--- src/rtl/gpio_uart_pkg.sv ---
// Shared definitions for the gpio-to-UART trace transmitter.
// Holds the transmit FSM encoding and the UART framing constants.
package gpio_uart_pkg;

  localparam int BITS_PER_BYTE        = 8;
  localparam int DEFAULT_CLKS_PER_BIT = 868;

  typedef enum logic [1:0] {
    ST_IDLE  = 2'd0,
    ST_START = 2'd1,
    ST_DATA  = 2'd2,
    ST_STOP  = 2'd3
  } tx_state_e;

endpackage

--- src/rtl/sync_fifo.sv ---
// Single-clock first-in first-out buffer with a fall-through read port.
// A push while full or a pop while empty is ignored.
module sync_fifo #(
  parameter int DATA_WIDTH = 32,
  parameter int ADDR_WIDTH = 2
) (
  input  logic                  clk,
  input  logic                  reset,
  input  logic                  push,
  input  logic [DATA_WIDTH-1:0] push_data,
  input  logic                  pop,
  output logic [DATA_WIDTH-1:0] pop_data,
  output logic                  empty,
  output logic                  full
);

  localparam int DEPTH = 1 << ADDR_WIDTH;
  localparam logic [ADDR_WIDTH:0] COUNT_FULL = (ADDR_WIDTH+1)'(DEPTH);

  logic [DATA_WIDTH-1:0] mem_q [DEPTH];
  logic [ADDR_WIDTH-1:0] wr_ptr_q, wr_ptr_d;
  logic [ADDR_WIDTH-1:0] rd_ptr_q, rd_ptr_d;
  logic [ADDR_WIDTH:0]   count_q, count_d;
  logic                  do_push, do_pop;

  assign empty    = (count_q == '0);
  assign full     = (count_q == COUNT_FULL);
  assign pop_data = mem_q[rd_ptr_q];

  always_comb begin
    do_push  = push & ~full;
    do_pop   = pop & ~empty;
    wr_ptr_d = wr_ptr_q;
    rd_ptr_d = rd_ptr_q;
    count_d  = count_q;
    if (do_push) begin
      wr_ptr_d = wr_ptr_q + 1'b1;
    end
    if (do_pop) begin
      rd_ptr_d = rd_ptr_q + 1'b1;
    end
    case ({do_push, do_pop})
      2'b10:   count_d = count_q + 1'b1;
      2'b01:   count_d = count_q - 1'b1;
      default: count_d = count_q;
    endcase
  end

  always_ff @(posedge clk or posedge reset) begin
    if (reset) begin
      wr_ptr_q <= '0;
      rd_ptr_q <= '0;
      count_q  <= '0;
    end else begin
      wr_ptr_q <= wr_ptr_d;
      rd_ptr_q <= rd_ptr_d;
      count_q  <= count_d;
    end
  end

  // Storage needs no reset: count gates every read of a stale entry.
  always_ff @(posedge clk) begin
    if (do_push) begin
      mem_q[wr_ptr_q] <= push_data;
    end
  end

endmodule

--- src/rtl/gpio_uart_tx.sv ---
// Captures every change of the CPU gpio word into a FIFO and sends each
// queued word over an 8N1 UART line, most significant byte first.
//
// state    | meaning
// ---------+-----------------------------------------------------------
// ST_IDLE  | line high, waiting for a queued word
// ST_START | start bit (low) for one bit period
// ST_DATA  | eight data bits of the current byte, LSB first
// ST_STOP  | stop bit (high); then next byte of the word or back to idle
module gpio_uart_tx
  import gpio_uart_pkg::*;
#(
  parameter int DATA_WIDTH      = 32,
  parameter int CLKS_PER_BIT    = DEFAULT_CLKS_PER_BIT,
  parameter int FIFO_ADDR_WIDTH = 2
) (
  input  logic                  clk,
  input  logic                  reset,
  input  logic [DATA_WIDTH-1:0] gpio,
  output logic                  tx,
  output logic                  busy,
  output logic                  overflow
);

  localparam int NUM_BYTES = DATA_WIDTH / BITS_PER_BYTE;
  localparam int BYTE_W    = (NUM_BYTES > 1) ? $clog2(NUM_BYTES) : 1;
  localparam int BIT_W     = $clog2(BITS_PER_BYTE);
  localparam int BAUD_W    = (CLKS_PER_BIT > 1) ? $clog2(CLKS_PER_BIT) : 1;

  localparam logic [BAUD_W-1:0] BAUD_LOAD = BAUD_W'(CLKS_PER_BIT - 1);
  localparam logic [BYTE_W-1:0] LAST_BYTE = BYTE_W'(NUM_BYTES - 1);
  localparam logic [BIT_W-1:0]  LAST_BIT  = BIT_W'(BITS_PER_BYTE - 1);

  tx_state_e             state_q, state_d;
  logic [DATA_WIDTH-1:0] prev_q, prev_d;
  logic [DATA_WIDTH-1:0] word_q, word_d;
  logic [BYTE_W-1:0]     byte_idx_q, byte_idx_d;
  logic [BIT_W-1:0]      bit_idx_q, bit_idx_d;
  logic [BAUD_W-1:0]     baud_q, baud_d;
  logic                  tx_q, tx_d;
  logic                  overflow_q, overflow_d;

  logic                     gpio_changed;
  logic                     baud_tc;
  logic [BITS_PER_BYTE-1:0] cur_byte;

  logic                  fifo_push, fifo_pop;
  logic [DATA_WIDTH-1:0] fifo_data;
  logic                  fifo_empty, fifo_full;

  sync_fifo #(
    .DATA_WIDTH (DATA_WIDTH),
    .ADDR_WIDTH (FIFO_ADDR_WIDTH)
  ) u_fifo (
    .clk       (clk),
    .reset     (reset),
    .push      (fifo_push),
    .push_data (gpio),
    .pop       (fifo_pop),
    .pop_data  (fifo_data),
    .empty     (fifo_empty),
    .full      (fifo_full)
  );

  // Full is judged on the pre-edge count, so a same-edge pop never frees room.
  always_comb begin
    gpio_changed = (gpio != prev_q);
    prev_d       = gpio;
    fifo_push    = gpio_changed & ~fifo_full;
    overflow_d   = overflow_q | (gpio_changed & fifo_full);
  end

  always_comb begin
    state_d    = state_q;
    word_d     = word_q;
    byte_idx_d = byte_idx_q;
    bit_idx_d  = bit_idx_q;
    baud_d     = baud_q;
    fifo_pop   = 1'b0;
    baud_tc    = (baud_q == '0);

    case (state_q)
      ST_IDLE: begin
        if (!fifo_empty) begin
          fifo_pop   = 1'b1;
          word_d     = fifo_data;
          byte_idx_d = LAST_BYTE;
          baud_d     = BAUD_LOAD;
          state_d    = ST_START;
        end
      end
      ST_START: begin
        if (baud_tc) begin
          bit_idx_d = '0;
          baud_d    = BAUD_LOAD;
          state_d   = ST_DATA;
        end else begin
          baud_d = baud_q - 1'b1;
        end
      end
      ST_DATA: begin
        if (baud_tc) begin
          baud_d = BAUD_LOAD;
          if (bit_idx_q == LAST_BIT) begin
            state_d = ST_STOP;
          end else begin
            bit_idx_d = bit_idx_q + 1'b1;
          end
        end else begin
          baud_d = baud_q - 1'b1;
        end
      end
      ST_STOP: begin
        if (baud_tc) begin
          if (byte_idx_q != '0) begin
            // Next byte is always taken from the top of the shifted word.
            byte_idx_d = byte_idx_q - 1'b1;
            word_d     = word_q << BITS_PER_BYTE;
            baud_d     = BAUD_LOAD;
            state_d    = ST_START;
          end else begin
            state_d = ST_IDLE;
          end
        end else begin
          baud_d = baud_q - 1'b1;
        end
      end
      default: state_d = ST_IDLE;
    endcase

    cur_byte = word_d[DATA_WIDTH-1 -: BITS_PER_BYTE];
    case (state_d)
      ST_START: tx_d = 1'b0;
      ST_DATA:  tx_d = cur_byte[bit_idx_d];
      default:  tx_d = 1'b1;
    endcase
  end

  always_ff @(posedge clk or posedge reset) begin
    if (reset) begin
      state_q    <= ST_IDLE;
      prev_q     <= '0;
      word_q     <= '0;
      byte_idx_q <= '0;
      bit_idx_q  <= '0;
      baud_q     <= '0;
      tx_q       <= 1'b1;
      overflow_q <= 1'b0;
    end else begin
      state_q    <= state_d;
      prev_q     <= prev_d;
      word_q     <= word_d;
      byte_idx_q <= byte_idx_d;
      bit_idx_q  <= bit_idx_d;
      baud_q     <= baud_d;
      tx_q       <= tx_d;
      overflow_q <= overflow_d;
    end
  end

  assign tx       = tx_q;
  assign overflow = overflow_q;
  assign busy     = (state_q != ST_IDLE) | ~fifo_empty;

endmodule

--- config.mk ---
export PLATFORM = sky130hd
export DESIGN_NAME = gpio_uart_tx
export DESIGN_NICKNAME = d
export VERILOG_FILES = /design/src/rtl/gpio_uart_pkg.sv /design/src/rtl/sync_fifo.sv /design/src/rtl/gpio_uart_tx.sv
export SDC_FILE = /design/constraint.sdc
export NUM_CORES = 1
export LEC_CHECK = 0
export CAP_MARGIN = 20
export CORE_MARGIN = 2
export CORE_UTILIZATION = 50
export DETAILED_ROUTE_END_ITERATION = 8
export GPL_TIMING_DRIVEN = 0
export PLACE_DENSITY = 0.68
export SLEW_MARGIN = 30
export SYNTH_ARGS = -nofsm -noshare
export SYNTH_HDL_FRONTEND = slang
export SYNTH_HIERARCHICAL = 1
export SYNTH_SLANG_ARGS = --single-unit
export TNS_END_PERCENT = 20
--- constraint.sdc ---
create_clock -name clk -period 3.4 [get_ports clk]
set_input_delay 0.68 -clock clk [delete_from_list [all_inputs] [get_ports clk]]
set_output_delay 0.68 -clock clk [all_outputs]
set_load 0.02 [all_outputs]
### After elaboration in Yosys (flattened, before gate mapping)

Memories as Yosys holds them, arrays and structs flattened.
Index checks and enable logic that the tools add are counted.

| storage, ports and cells | value |
|---|---|
| bits in registers | 90 |
| RAM bits | 128 |
| bits of input ports | 34 |
| output and inout port bits | 3 |
| logic and storage cells | 85 |
| memories | 1 |

| operators by class | value |
|---|---|
| add/subtract/negate cells | 7 |
| order comparisons | 1 |
| eq/ne operators | 14 |
| muxes and demuxes | 32 |
| bitwise logic cells | 8 |
| reductions and logical operators | 10 |

Memories:

| name | depth | width | rd ports | clocked after Yosys merged registers in | wr ports | line | source |
|---|---|---|---|---|---|---|---|
| u_fifo.mem_q | 4 | 32 | 1 | 0 | 1 | sync_fifo.sv:20 | `logic [DATA_WIDTH-1:0] mem_q [DEPTH];` |

Operators with widths:

| operator | number |
|---|---|
| $mux 32 | 3 |
| $pmux 32 s2 | 1 |
| $mux 10 | 4 |
| $ne 32x32->1 | 1 |
| $pmux 10 s3 | 1 |
| $mux 2 | 8 |
| $pmux 3 s2 | 2 |
| $logic_not 10->1 | 1 |
| $sub 10x1->10 const B | 1 |
| $mux 3 | 3 |
| $eq 2x2->1 const B | 4 |
| $pmux 2 s4 | 1 |
| $reduce_bool 2->1 | 4 |
| $add 3x1->3 const B | 2 |
| $eq 2x1->1 const B | 3 |
| $eq 3x3->1 const B | 2 |
| $mux 1 | 6 |
| $ne 2x2->1 const B | 3 |
| $add 2x1->2 const B | 2 |
| $and 1x1->1 | 4 |
| $lt 3x4->1 const B | 1 |
| $pmux 2 s2 | 1 |
| $reduce_and 4->1 | 1 |
| $bmux 1 s3 | 1 |
| 10 further kinds | 12 |

### Longest topological paths before layout

| depth | value |
|---|---|
| depth in word-level cells | 7 |
| gate-level depth with buffers | 13 |
| depth with buffers taken out | 12 |

### Cells and area by module

The synthesis kept the hierarchy.

Modules (own cells, without submodules):

| module | instances | cells each | area an instance (sq um) | sequential area each (sq um) |
|---|---|---|---|---|
| sync_fifo | 1 | 206 | 5094.9 | 4018.9 |
| gpio_uart_tx | 1 | 350 | 3947.5 | 2078.2 |

### Worst setup path before layout

Ideal clock, no wire load.

| timing path | value |
|---|---|
| kind | flip-flop to flip-flop |
| from | register state_q[1] |
| to | register u_fifo.count_q[2] |
| setup time | 0.079 ns |
| arrival | 2.807 ns |
| data required time | 3.321 ns |
| setup slack | 0.514 ns |
| cell stages (with the launch flop) | 14 |
| path buffers | 3 |
| clock period less this slack | 2.886 ns |
| cell sequence | dfrtp_1 inv_1 ha_1 clkbuf_1 nor2b_1 clkbuf_1 clkbuf_1 o31a_1 ha_1 inv_1 fa_1 xor2_1 nor2_1 xor2_1 |

| on the way | value |
|---|---|
| word-level cells in the longest chain between the ends | 5 |
| elaborated cells on any way between the ends | 7 |
| those cells by class | eq/ne (2); mux (2); bitwise (1); reduce/logical (2) |

RTL lines:

| element | line | source |
|---|---|---|
| from (decl) | gpio_uart_tx.sv:34 | `tx_state_e state_q, state_d;` |
| from (signal assigned) | gpio_uart_tx.sv:150 | `state_q <= state_d;` |
| $logic_not 2->1 (*) | gpio_uart_tx.sv:82 | `case (state_q)` |
| $mux 1 (*) | gpio_uart_tx.sv:82 |  |
| named net fifo_pop | gpio_uart_tx.sv:47 | `logic fifo_push, fifo_pop;` |
| $and 1x1->1 (*) | sync_fifo.sv:32 | `do_pop = pop & ~empty;` |
| named net u_fifo.do_pop | sync_fifo.sv:24 | `logic do_push, do_pop;` |
| $eq 2x1->1 / $eq 2x2->1 (equally long branches) | sync_fifo.sv:42 | `case ({do_push, do_pop})` |
| $pmux 3 s2 / $reduce_bool 2->1 (equally long branches) | - |  |
| to (signal assigned) | sync_fifo.sv:57 | `count_q <= count_d;` |
| to (decl) | sync_fifo.sv:23 | `logic [ADDR_WIDTH:0] count_q, count_d;` |

The timed path passes the listed nets; every way through them passes the cells marked *.
A chain may end at the register's enable or synchronous reset.

### Worst setup path in the final report

| timing path | value |
|---|---|
| from | input port gpio[20] |
| to | register u_fifo.count_q[2] |

| on the way | value |
|---|---|
| word-level cells in the longest chain between the ends | 5 |
| elaborated cells on any way between the ends | 7 |
| those cells by class | eq/ne (3); mux (1); bitwise (2); reduce/logical (1) |

RTL lines:

| element | line | source |
|---|---|---|
| from (decl) | gpio_uart_tx.sv:19 | `input logic [DATA_WIDTH-1:0] gpio,` |
| $ne 32x32->1 (*) | gpio_uart_tx.sv:67 | `gpio_changed = (gpio != prev_q);` |
| $and 1x1->1 (*) | gpio_uart_tx.sv:69 | `fifo_push = gpio_changed & ~fifo_full;` |
| named net fifo_push | gpio_uart_tx.sv:47 |  |
| $and 1x1->1 (*) | sync_fifo.sv:31 | `do_push = push & ~full;` |
| $eq 2x1->1 / $eq 2x2->1 (equally long branches) | sync_fifo.sv:42 |  |
| $pmux 3 s2 / $reduce_bool 2->1 (equally long branches) | - |  |

Marked as above.

==> impl_results.md <==
- Adder-cell share of the synthesized area: 2.020%
- Vias in the first global route: 5259
- Setup crit end kind: flop
- Share of cells above drive strength 1: 18.40%
- Num CTS Buffers: 23
- Die Footprint: 0.01918 sq mm
- Max Fclk: 309.8 MHz
- Avg Cell Area, Syn: 16.26 sq um
- Req. time, crit path: 3.81 ns
- CP arrival: 3.64 ns
- Max_slew headroom: 45.36%
- Slowest Stage Delay on Critical Path: 0.53 ns
- Hpwl dp: 12340 microns
- DR vias/cell: 5.851
- Remaining global-route overflow: 0
- Chip height: 138.5 microns
- Final ANT Viol Nets: 0
- GP Congestion: 0.8506
- Cells after Synth: 556
- Crit-path cells: clkdlybuf4s50_1 > xnor2_1 > nand4_1 > nor4_2 > a21oi_1 > nor2b_2 > inv_1 > ha_1 > inv_1 > fa_1 > xor2_1 > nor2_1 > xor2_1
- Worst slew pin tran: 0.8128 ns
- Outcome: complete, no violations
- Skew-Pair Late Insertion Delay: 0.50 ns
- Xor/xnor share of the synthesized area: 3.681%
- Initial core utilization: 50.68%
- Number of diodes: 0
- Min Tclk post-route: 3.228 ns
- Reg2Reg Depth: 7
- Mux cell area share after synthesis: 9.686%
- Most used flip-flop cell after synthesis: edfxtp_1
- DRC viols: 0
- CTS Buffer Depth: 3
- Crit-path max FO: 7
- I/O Pins: 37
- Leak: 3.899 nW
- Hold path depth: 1
- I/O Buffers: 36
- Total Wirelength: 18400 microns
- Synthesized cell area: 0.009042 sq mm
- Initial detailed-routing violation count: 286
- Ys async rst share: 41.28%
- PwrDens: 512.0 mW/mm^2
- CP startpoint kind: input pin
- GRT Overall Usage: 19.93%
- RSZ-0062 raised after global routing: no
- CTS Hold Bufs: 0
- Simple-gate area share of the yosys netlist: 5.673%
- TritonCTS clock tree: built
- DR WL/cell: 21.28 microns
- Die Wd: 138.5 microns
- Cell depth of the worst setup path: 13
- Post-synthesis sequential area ratio: 67.43%
- Max cap viols: 0
- Clock Skew: 0.008348 ns
- CTS Sinks: 218
- WS Path Type: in -> reg
- CORE AREA: 0.01784 sq mm
- Syn_nets: 604
- CP top delay family: simple AND/OR/NAND/NOR gates
- Final setup vio count: 0
- Hold Path Class: reg -> reg
- Initial antenna violation count: 0
- Number of synthesized flops with an enable pin: 128
- Max stage delay cell, worst path: clkdlybuf4s50_1
- Worst-path clk slew: 0.06 ns
- Final Net Count: 668
- Site Rows: 49
- First-pass GRT wire length: 29810 microns
- Largest net degree at the start of global routing: 57
- Final worst path period share: 94.94%
- Worst vdd ir: 0.0003582 V
- YS warnings: 6
- Root buf cell: clkbuf_16
- Utilization after layout: 59.27%
- Area Overhead vs Synth: 16.94%
- Distinct cells, synth: 66
- Final hold vios: 0
- Final number of max-transition violations: 0
- Buf/Inv on CP: 3
- Power, Total: 5.414 mW
- Synth Area in Compound Gates: 8.468%
- Yosys reg bits: 218
- Largest family of logic cells by synthesized area: multiplexers
- H-tree depth: 1
- DRT Pass-1 Iters: 5
- Via count: 5061
==> flip-flops by register name, indices dropped and copies added (netlist names) <==
signal / flops
u_fifo/rd_ptr_q: 2
tx: 1
baud_q: 10
prev_q: 32
u_fifo/mem_q: 128
byte_idx_q: 2
word_q: 32
bit_idx_q: 3
overflow: 1
u_fifo/wr_ptr_q: 2
state_q: 2
u_fifo/count_q: 3
==> final timing paths <==
kind,start,slack (ns),to
worst min register to register,overflow,0.48,overflow
min in group asynchronous,reset,0.55,u_fifo/rd_ptr_q[0]
max in group asynchronous,reset,2.22,tx
worst min-delay path,overflow,0.48,overflow
worst max-delay path,gpio[20],0.17,u_fifo/count_q[2]
worst max register to register,baud_q[4],0.21,word_q[20]
==> area by class of cell <==
| class | count | area, sq um |
|---|---|---|
| fill | 1312 | 7267 |
| sequential | 218 | 6097 |
| multi-input combinational | 287 | 2720 |
| clock buffer | 30 | 601.8 |
| timing repair buffer | 40 | 457.9 |
| tap | 229 | 286.5 |
| buffer | 25 | 181.4 |
| clock inverter | 11 | 130.1 |
| inverter | 25 | 98.84 |
==> where the power goes <==
part | internal [mW] | switching [mW]
Clock | 1.47 | 0.961
Combinational | 0.0647 | 0.0790
Sequential | 2.83 | 0.00908
Total | 4.37 | 1.05
==> per-layer routing <==
metal	vias to the layer above	part of all wire [%]	global-route usage [%]
met5	-	0	0
met4	0	2.2	5.585
met3	28	4.4	2.840
met2	124	51	33.95
met1	2630	43	27.21
li1	2279	-	-
==> cells in the mapped netlist (2+ instances only) <==
master,count,area [sq um]
nor2_1,12,45.04
mux2_2,8,90.09
nand2_1,31,116.4
buf_12,3,60.06
inv_1,25,93.84
nor3_1,6,30.03
mux2i_1,5,50.05
nor2b_1,2,12.51
nor4_1,5,31.28
o2bb2ai_1,3,26.28
and3_1,2,12.51
nand3_1,3,15.01
dfrtp_1,89,2227
edfxtp_1,128,3844
mux4_2,28,630.6
xnor2_1,35,306.5
buf_2,4,20.02
o21ai_0,9,45.04
mux4_1,4,105.1
a21oi_1,9,45.04
nand4_1,8,50.05
a21o_1,2,15.01
o31a_1,3,26.28
ha_1,13,162.7
buf_6,3,33.78
or3_1,2,12.51
and2_1,5,31.28
a22o_1,9,78.83
o32a_2,2,22.52
clkbuf_1,13,48.80
xor2_1,3,26.28
a2bb2oi_1,4,35.03
o31ai_1,16,120.1
a221o_1,2,20.02
a22oi_1,25,187.7
a31oi_1,5,31.28
==> repair_timing <==
item                                   in CTS  in global routing
setup buffers                               0                  0
setup endpoints to repair                   3                  1
resized for setup                           5                  7
endpoints found under the hold margin       0                  0
cloned                                      0                  0
==> layout by cell type (no fill, tap or decap), drive strengths merged, types with 4 or more instances in the layout <==
| master | instances |
|---|---|
| mux2 | 8 |
| mux2i | 5 |
| inv | 26 |
| and2 | 6 |
| nor2 | 12 |
| clkinv | 7 |
| buf | 16 |
| nor3 | 7 |
| mux4 | 32 |
| ha | 13 |
| o31ai | 17 |
| clkbuf | 43 |
| a22o | 10 |
| a22oi | 25 |
| a31oi | 5 |
| nand4 | 8 |
| dfrtp | 89 |
| edfxtp | 128 |
| nor4 | 6 |
| xnor2 | 35 |
| a2bb2oi | 4 |
| nand2 | 32 |
| a21oi | 9 |
| clkdlybuf4s50 | 35 |
| o21ai | 10 |
==> cell families after synthesis <==
group / count (synthesis)
AO/OA/AOI/OAI: 99
buffers and inverters: 51
adder cells (fa/ha/maj): 14
AND/OR/NAND/NOR: 91
flip-flops: 218
multiplexers: 45
XOR/XNOR: 38
==> per-stage QoR <==
| stage | setup slack [ns] | instance area, sq um | std cells | setup TNS [ns] | hold slack (ns) |
|---|---|---|---|---|---|
| after floorplan | 0.5136 | 9042 | 556 | 0 | 0.4408 |
| after global placement | -1.010 | 9689 | 821 | -204.10 | 0.4621 |
| after detailed placement | -0.8259 | 9796 | 825 | -43.79 | 0.4679 |
| after CTS | 0.04257 | 10550 | 865 | 0 | 0.4844 |
| after global routing | 0.009559 | 10570 | 865 | 0 | 0.4980 |
| final | 0.1721 | 10570 | 865 | 0 | 0.4834 |
No activity file was read; power rests on OpenSTA's default activity.
